File: src/rtl/mmio_uart_tx_pkg.sv
// Shared address map, status layout and FSM encoding for mmio_uart_tx.
// MMIO_UART_TX_PARITY_EN adds the PARITY state and the parity helper.
package mmio_uart_tx_pkg;

  localparam logic [31:0] UART_TX_DATA_ADDRESS   = 32'h0000_2000;
  localparam logic [31:0] UART_TX_STATUS_ADDRESS = 32'h0000_2004;

  localparam int UART_STATUS_BUSY_BIT     = 0;
  localparam int UART_STATUS_FULL_BIT     = 1;
  localparam int UART_STATUS_OVERFLOW_BIT = 2;
  localparam int UART_STATUS_COUNT_LSB    = 8;
  localparam int UART_STATUS_COUNT_W      = 4;

`ifdef MMIO_UART_TX_PARITY_EN
  typedef enum logic [2:0] {
    ST_IDLE   = 3'd0,
    ST_START  = 3'd1,
    ST_DATA   = 3'd2,
    ST_STOP   = 3'd3,
    ST_PARITY = 3'd4
  } tx_state_e;

  // Even parity: the transmitted bit makes the total number of ones even.
  function automatic logic even_parity(input logic [7:0] data);
    return ^data;
  endfunction
`else
  typedef enum logic [1:0] {
    ST_IDLE  = 2'd0,
    ST_START = 2'd1,
    ST_DATA  = 2'd2,
    ST_STOP  = 2'd3
  } tx_state_e;
`endif

endpackage

File: src/rtl/mmio_uart_tx_byte_fifo.sv
// byte_fifo: synchronous FIFO with power-of-two depth and an occupancy count.
// A push while full or a pop while empty is ignored.
module byte_fifo #(
  parameter int DEPTH_LOG2 = 3,
  parameter int WIDTH      = 8
) (
  input  logic                  clk,
  input  logic                  reset_n,
  input  logic                  i_push,
  input  logic                  i_pop,
  input  logic [WIDTH-1:0]      i_wdata,
  output logic [WIDTH-1:0]      o_rdata,
  output logic                  o_full,
  output logic                  o_empty,
  output logic [DEPTH_LOG2:0]   o_count
);

  localparam int                DEPTH      = 1 << DEPTH_LOG2;
  localparam logic [DEPTH_LOG2:0] COUNT_FULL = {1'b1, {DEPTH_LOG2{1'b0}}};

  logic [WIDTH-1:0]      r_mem [DEPTH];
  logic [DEPTH_LOG2-1:0] r_wptr;
  logic [DEPTH_LOG2-1:0] r_rptr;
  logic [DEPTH_LOG2:0]   r_count;
  logic                  w_push;
  logic                  w_pop;

  assign o_full  = (r_count == COUNT_FULL);
  assign o_empty = (r_count == '0);
  assign o_count = r_count;
  assign o_rdata = r_mem[r_rptr];

  // Full is judged before the edge, so a pop in the same cycle cannot rescue a push.
  assign w_push  = i_push && !o_full;
  assign w_pop   = i_pop && !o_empty;

  always_ff @(posedge clk or negedge reset_n) begin
    if (!reset_n) begin
      r_wptr  <= '0;
      r_rptr  <= '0;
      r_count <= '0;
    end else begin
      if (w_push) r_wptr <= r_wptr + 1'b1;
      if (w_pop)  r_rptr <= r_rptr + 1'b1;
      case ({w_push, w_pop})
        2'b10:   r_count <= r_count + 1'b1;
        2'b01:   r_count <= r_count - 1'b1;
        default: r_count <= r_count;
      endcase
    end
  end

  always_ff @(posedge clk) begin
    if (w_push) r_mem[r_wptr] <= i_wdata;
  end

endmodule

File: src/rtl/mmio_uart_tx.sv
// Memory-mapped UART transmitter: byte stores are queued in byte_fifo and sent as 8N1 frames.
// Define MMIO_UART_TX_PARITY_EN to insert an even-parity bit before the stop bit.
module mmio_uart_tx
  import mmio_uart_tx_pkg::*;
#(
  parameter int          CLOCKS_PER_BIT  = 104,
  parameter int          FIFO_DEPTH_LOG2 = 3,
  parameter logic [31:0] DATA_ADDRESS    = UART_TX_DATA_ADDRESS,
  parameter logic [31:0] STATUS_ADDRESS  = UART_TX_STATUS_ADDRESS
) (
  input  logic        clk,
  input  logic        reset_n,
  input  logic        store_strobe,
  input  logic [31:0] access_address,
  input  logic [31:0] write_data,
  output logic [31:0] status_word,
  output logic        uart_tx,
  output logic        tx_busy
);

  localparam int                BAUD_W    = (CLOCKS_PER_BIT > 1) ? $clog2(CLOCKS_PER_BIT) : 1;
  localparam logic [BAUD_W-1:0] BAUD_LAST = BAUD_W'(CLOCKS_PER_BIT - 1);

  tx_state_e             r_state;
  tx_state_e             w_state_next;
  logic [BAUD_W-1:0]     r_baud;
  logic [BAUD_W-1:0]     w_baud_next;
  logic [2:0]            r_bit_idx;
  logic [2:0]            w_bit_idx_next;
  logic [7:0]            r_shift;
  logic                  r_tx;
  logic                  w_tx_next;
  logic                  r_busy;
  logic                  r_overflow;

  logic                  w_is_data_addr;
  logic                  w_push;
  logic                  w_drop;
  logic                  w_clear;
  logic                  w_pop;
  logic                  w_bit_end;
  logic                  w_last_data;
  logic [7:0]            w_head;
  logic                  w_full;
  logic                  w_empty;
  logic [FIFO_DEPTH_LOG2:0] w_count;
  logic [FIFO_DEPTH_LOG2:0] w_count_next;
  logic                  w_unused_wdata;

  assign w_unused_wdata = ^write_data[31:8];

  assign w_is_data_addr = store_strobe && (access_address == DATA_ADDRESS);
  assign w_push         = w_is_data_addr && !w_full;
  assign w_drop         = w_is_data_addr && w_full;
  assign w_clear        = store_strobe && (access_address == STATUS_ADDRESS);

  byte_fifo #(
    .DEPTH_LOG2 (FIFO_DEPTH_LOG2),
    .WIDTH      (8)
  ) u_fifo (
    .clk     (clk),
    .reset_n (reset_n),
    .i_push  (w_push),
    .i_pop   (w_pop),
    .i_wdata (write_data[7:0]),
    .o_rdata (w_head),
    .o_full  (w_full),
    .o_empty (w_empty),
    .o_count (w_count)
  );

  // Occupancy after this edge, used so tx_busy reflects the state being entered.
  always_comb begin
    case ({w_push, w_pop})
      2'b10:   w_count_next = w_count + 1'b1;
      2'b01:   w_count_next = w_count - 1'b1;
      default: w_count_next = w_count;
    endcase
  end

  assign w_bit_end   = (r_baud == BAUD_LAST);
  assign w_last_data = (r_bit_idx == 3'd7);

  // State register plus the registered line, counters and busy flag.
  always_ff @(posedge clk or negedge reset_n) begin
    if (!reset_n) begin
      r_state   <= ST_IDLE;
      r_baud    <= '0;
      r_bit_idx <= '0;
      r_tx      <= 1'b1;
      r_busy    <= 1'b0;
    end else begin
      r_state   <= w_state_next;
      r_baud    <= w_baud_next;
      r_bit_idx <= w_bit_idx_next;
      r_tx      <= w_tx_next;
      r_busy    <= (w_state_next != ST_IDLE) || (w_count_next != '0);
    end
  end

  always_ff @(posedge clk) begin
    if (w_pop) r_shift <= w_head;
  end

  // A full-drop and a clear in one cycle leave the flag set.
  always_ff @(posedge clk or negedge reset_n) begin
    if (!reset_n) begin
      r_overflow <= 1'b0;
    end else if (w_drop) begin
      r_overflow <= 1'b1;
    end else if (w_clear) begin
      r_overflow <= 1'b0;
    end
  end

  always_comb begin
    w_state_next = r_state;
    case (r_state)
      ST_IDLE:  if (!w_empty) w_state_next = ST_START;
      ST_START: if (w_bit_end) w_state_next = ST_DATA;
      ST_DATA: begin
        if (w_bit_end && w_last_data) begin
`ifdef MMIO_UART_TX_PARITY_EN
          w_state_next = ST_PARITY;
`else
          w_state_next = ST_STOP;
`endif
        end
      end
`ifdef MMIO_UART_TX_PARITY_EN
      ST_PARITY: if (w_bit_end) w_state_next = ST_STOP;
`endif
      ST_STOP:  if (w_bit_end) w_state_next = w_empty ? ST_IDLE : ST_START;
      default:  w_state_next = ST_IDLE;
    endcase
  end

  always_comb begin
    w_pop          = 1'b0;
    w_baud_next    = w_bit_end ? '0 : r_baud + 1'b1;
    w_bit_idx_next = r_bit_idx;
    w_tx_next      = r_tx;
    case (r_state)
      ST_IDLE: begin
        w_baud_next = '0;
        w_tx_next   = 1'b1;
        if (!w_empty) begin
          w_pop     = 1'b1;
          w_tx_next = 1'b0;
        end
      end
      ST_START: begin
        if (w_bit_end) begin
          w_bit_idx_next = '0;
          w_tx_next      = r_shift[0];
        end
      end
      ST_DATA: begin
        if (w_bit_end) begin
          if (w_last_data) begin
`ifdef MMIO_UART_TX_PARITY_EN
            w_tx_next = even_parity(r_shift);
`else
            w_tx_next = 1'b1;
`endif
          end else begin
            w_bit_idx_next = r_bit_idx + 3'd1;
            w_tx_next      = r_shift[r_bit_idx + 3'd1];
          end
        end
      end
`ifdef MMIO_UART_TX_PARITY_EN
      ST_PARITY: begin
        if (w_bit_end) w_tx_next = 1'b1;
      end
`endif
      ST_STOP: begin
        // Chain straight into the next start bit when more data is waiting.
        if (w_bit_end) begin
          if (!w_empty) begin
            w_pop     = 1'b1;
            w_tx_next = 1'b0;
          end else begin
            w_tx_next = 1'b1;
          end
        end
      end
      default: begin
        w_baud_next = '0;
        w_tx_next   = 1'b1;
      end
    endcase
  end

  always_comb begin
    status_word                                   = '0;
    status_word[UART_STATUS_BUSY_BIT]             = r_busy;
    status_word[UART_STATUS_FULL_BIT]             = w_full;
    status_word[UART_STATUS_OVERFLOW_BIT]         = r_overflow;
    status_word[UART_STATUS_COUNT_LSB +: UART_STATUS_COUNT_W] = UART_STATUS_COUNT_W'(w_count);
  end

  assign uart_tx = r_tx;
  assign tx_busy = r_busy;

endmodule

File: config.mk
export PLATFORM = sky130hd
export DESIGN_NAME = mmio_uart_tx
export DESIGN_NICKNAME = d
export VERILOG_FILES = /design/src/rtl/mmio_uart_tx_pkg.sv /design/src/rtl/mmio_uart_tx_byte_fifo.sv /design/src/rtl/mmio_uart_tx.sv
export SDC_FILE = /design/constraint.sdc
export NUM_CORES = 1
export LEC_CHECK = 0
export CAP_MARGIN = 15
export CORE_UTILIZATION = 40
export DETAILED_ROUTE_END_ITERATION = 8
export PLACE_DENSITY = 0.65
export SYNTH_ARGS = -nofsm -noshare
export SYNTH_HDL_FRONTEND = slang
export SYNTH_HIERARCHICAL = 1
export SYNTH_SLANG_ARGS = --single-unit
export TNS_END_PERCENT = 10
File: constraint.sdc
create_clock -name clk -period 7.21 [get_ports clk]
set_clock_uncertainty 0.05 [all_clocks]
set_input_delay 1.8025 -clock clk [delete_from_list [all_inputs] [get_ports clk]]
set_output_delay 1.8025 -clock clk [all_outputs]
set_load 0.05 [all_outputs]
==> flow_metrics.py <==
metrics = {
    "clock_tree": {
        "clock-sinks": 97,
        "holdBufCountCts": 0,
        "post_cts_buffers": 0,
        "clk_path_buf_depth": 2,
        "cts-resized-gates": 0,
        "clock_latency_ns": 0.34,
        "clockRootBuffer": "clkbuf_16",
        "cts_tree": "yes",
        "cts_buffers": 9,
        "htree_levels": 3,
        "clkTransAtPathRegs_ns": 0.07,
    },
    "flow_run": {
        "max-cap-violations": 0,
    },
    "setup_path": {
        "path_class": "in2reg",
        "crit_fanout": 9,
        "end_kind": "flop",
        "crit_arrival_ns": 4.84,
        "required_ns": 7.37,
        "crit_path_start_kind": "input port",
    },
    "power_and_ir_drop": {
        "p_seq_share_pct": 53.3,
        "p_sw_mw": 0.259,
        "combPwrFrac_pct": 5.6,
        "intPower_mw": 0.866,
        "p_leak_nw": 2.06,
        "vdd_ir_drop_max_uv": 136,
        "clkPwrFrac_pct": 41.1,
        "p_sw_share_pct": 23.0,
        "power_mw": 1.12,
        "power_density_nw_per_um2": 198,
    },
    "routing": {
        "route.met3.wl_um": 336,
        "drt-initial-drc-count": 136,
        "top_layer_used": "met4",
        "wl_met2_um": 4310,
        "dr.pass1.iters": 6,
        "wl_met1_um": 3670,
        "wire_per_inst_um": 15.7,
        "wirelength_um": 8400,
        "vias_per_cell": 5.25,
        "drc": 7,
        "ant_nets": 0,
        "vias": 2809,
    },
    "finish": {
        "area_delta_synth_final_pct": 17.8,
        "insertedDiodeCount": 0,
        "final_common_cell": "edfxtp_1",
        "final_cell_mix": "edfxtp_1 (72), clkdlybuf4s50_1 (51), conb_1 (25)",
        "final_nets": 470,
        "drive_gt1_share_pct": 11.0,
    },
    "sta": {
        "slew_viol_final": 0,
        "worst-slew-pin-transition_ns": 0.999,
        "hold_viol_final": 0,
        "max_freq_mhz": 214,
        "setup_viol_count_final": 0,
        "rsz0062_at_grt": "no",
        "tns_ns": 0,
        "relSlewSlack_pct": 33.2,
        "min_period_ns": 4.67,
        "period_share_pct": 64.8,
    },
    "placed_design": {
        "hpwl_um": 5900,
        "io_buffer_count": 51,
        "place_congestion": 0.799,
    },
    "logic_synthesis": {
        "syn_avg_cell_area_um2": 14.4,
        "ys_seq_area_share_pct": 58.0,
        "async_flop_share_pct": 25.8,
        "synthTopCellsByArea": "edfxtp_1 (45%), dfrtp_1 (12%), mux4_1 (8.7%)",
        "ys_seq_elements": 97,
        "synth-edff-count": 72,
        "synth.distinct_cells": 55,
        "synthCells": 334,
        "synth_top_area_cell": "edfxtp_1",
        "netlist_area_um2": 4810,
        "synth_top_area_share_pct": 44.9,
        "synthFlopType": "edfxtp_1",
        "yosys_warnings": 6,
    },
    "die": {
        "start_util_pct": 41.6,
        "die_area_um2": 12500,
        "die_y_um": 112,
        "rows": 39,
        "die_w_um": 112,
        "io_pins": 101,
        "core_area_um2": 11600,
    },
    "status": {
        "violations": "DRC",
        "status": "finished, violations left",
    },
    "global_route": {
        "grt_max_degree": 20,
        "grt_pass1_wl_um": 13700,
        "groute.usage.overall_pct": 14.5,
        "grt.overflow.total": 0,
        "grt_pass1_vias": 2793,
        "antenna_found_initial": 0,
    },
    "min_path": {
        "worstHoldPathType": "reg2reg",
    },
}
[metal layers]
layer / track usage, % / vias up
met5: 0 / -
met4: 3.78 / 0
met2: 24.8 / 77
met3: 4.46 / 10
li1: - / 1351
met1: 17.7 / 1371
[final cells by class]
| type | count | area, µm² |
|---|---|---|
| Clock buffer | 9 | 225 |
| Clock inverter | 7 | 71.3 |
| Fill cell | 995 | 5890 |
| Inverter | 14 | 52.6 |
| Multi-Input combinational cell | 212 | 1810 |
| Sequential cell | 97 | 2790 |
| Tap cell | 143 | 179 |
| Timing Repair Buffer | 53 | 546 |
[metrics by stage]
step / hold slack, ns / std cells / setup WS (ns) / util [%] / cell area, µm²
5_1_grt: 0.453 / 535 / 2.38 / 49.0 / 5670
3_3_place_gp: 0.410 / 518 / 2.20 / 46.2 / 5350
2_1_floorplan: 0.394 / 358 / 2.68 / - / 4900
3_5_place_dp: 0.425 / 519 / 2.18 / 46.5 / 5370
6_report: 0.429 / 535 / 2.54 / 49.0 / 5670
4_1_cts: 0.434 / 535 / 2.55 / 49.0 / 5670
[power by group through the flow]
| stage | Sequential (mW) | Combinational, mW | Clock [mW] |
|---|---|---|---|
| floorplan | 0.611 | 0.0405 | 0 |
| global placement | 0.611 | 0.0602 | 0 |
| detailed placement | 0.611 | 0.0632 | 0 |
| CTS | 0.599 | 0.0634 | 0.477 |
| global route | 0.599 | 0.0668 | 0.498 |
| finish | 0.599 | 0.0630 | 0.462 |
[synth_stat cells (3+ instances only)]
cell / number
edfxtp_1: 72
xor2_1: 4
mux2_2: 11
nor2b_1: 3
nor4b_1: 3
nand3_1: 8
a21oi_1: 9
mux4_1: 16
xnor2_1: 9
nor2_1: 19
nor3b_1: 7
nand2_1: 16
inv_1: 14
nor4_1: 11
o21ai_0: 10
ha_1: 15
nor3_1: 10
dfrtp_1: 24
buf_4: 28
[cell families after synthesis]
kind of cell	after synthesis	synth area share (%)
adder cells (fa/ha/maj)	16	4.32
AND/OR/NAND/NOR	92	10.9
flip-flops	97	58.0
AO/OA/AOI/OAI	35	5.15
multiplexers	31	12.7
XOR/XNOR	13	2.37
other	1	0.0779
buffers and inverters	49	6.55
[critical path, cell delays in order]
cell             delay [ns]
clkdlybuf4s50_1        0.42
nor4b_1                0.37
nand4_1                0.16
nor4b_2                0.23
buf_4                  0.20
nand2_2                0.08
ha_1                   0.30
ha_1                   0.37
or4b_2                 0.63
o311ai_0               0.13
o211ai_1               0.12
[registers in the layout, indices dropped and copies added (netlist names)]
| signal | flops |
|---|---|
| uart_tx | 1 |
| u_fifo/r_wptr | 3 |
| tx_busy | 1 |
| r_bit_idx | 3 |
| r_shift | 8 |
| u_fifo/r_mem | 64 |
| r_overflow | 1 |
| r_state | 2 |
| u_fifo/r_rptr | 3 |
| r_baud | 7 |
| u_fifo/o_count | 4 |
[final timing paths]
path | slack [ns] | end | cells past startpoint | from
max | 2.54 | u_fifo/o_count[3] | 11 | access_address[9]
min | 0.43 | r_baud[0] | 1 | r_baud[0]
max reg2reg | 3.43 | u_fifo/o_count[3] | 11 | u_fifo/o_count[0]
min reg2reg | 0.43 | r_baud[0] | 1 | r_baud[0]
max in group asynchronous | 4.84 | uart_tx | 2 | reset_n
min in group asynchronous | 1.73 | r_overflow | 1 | reset_n
(Power assumes the default switching activity.)
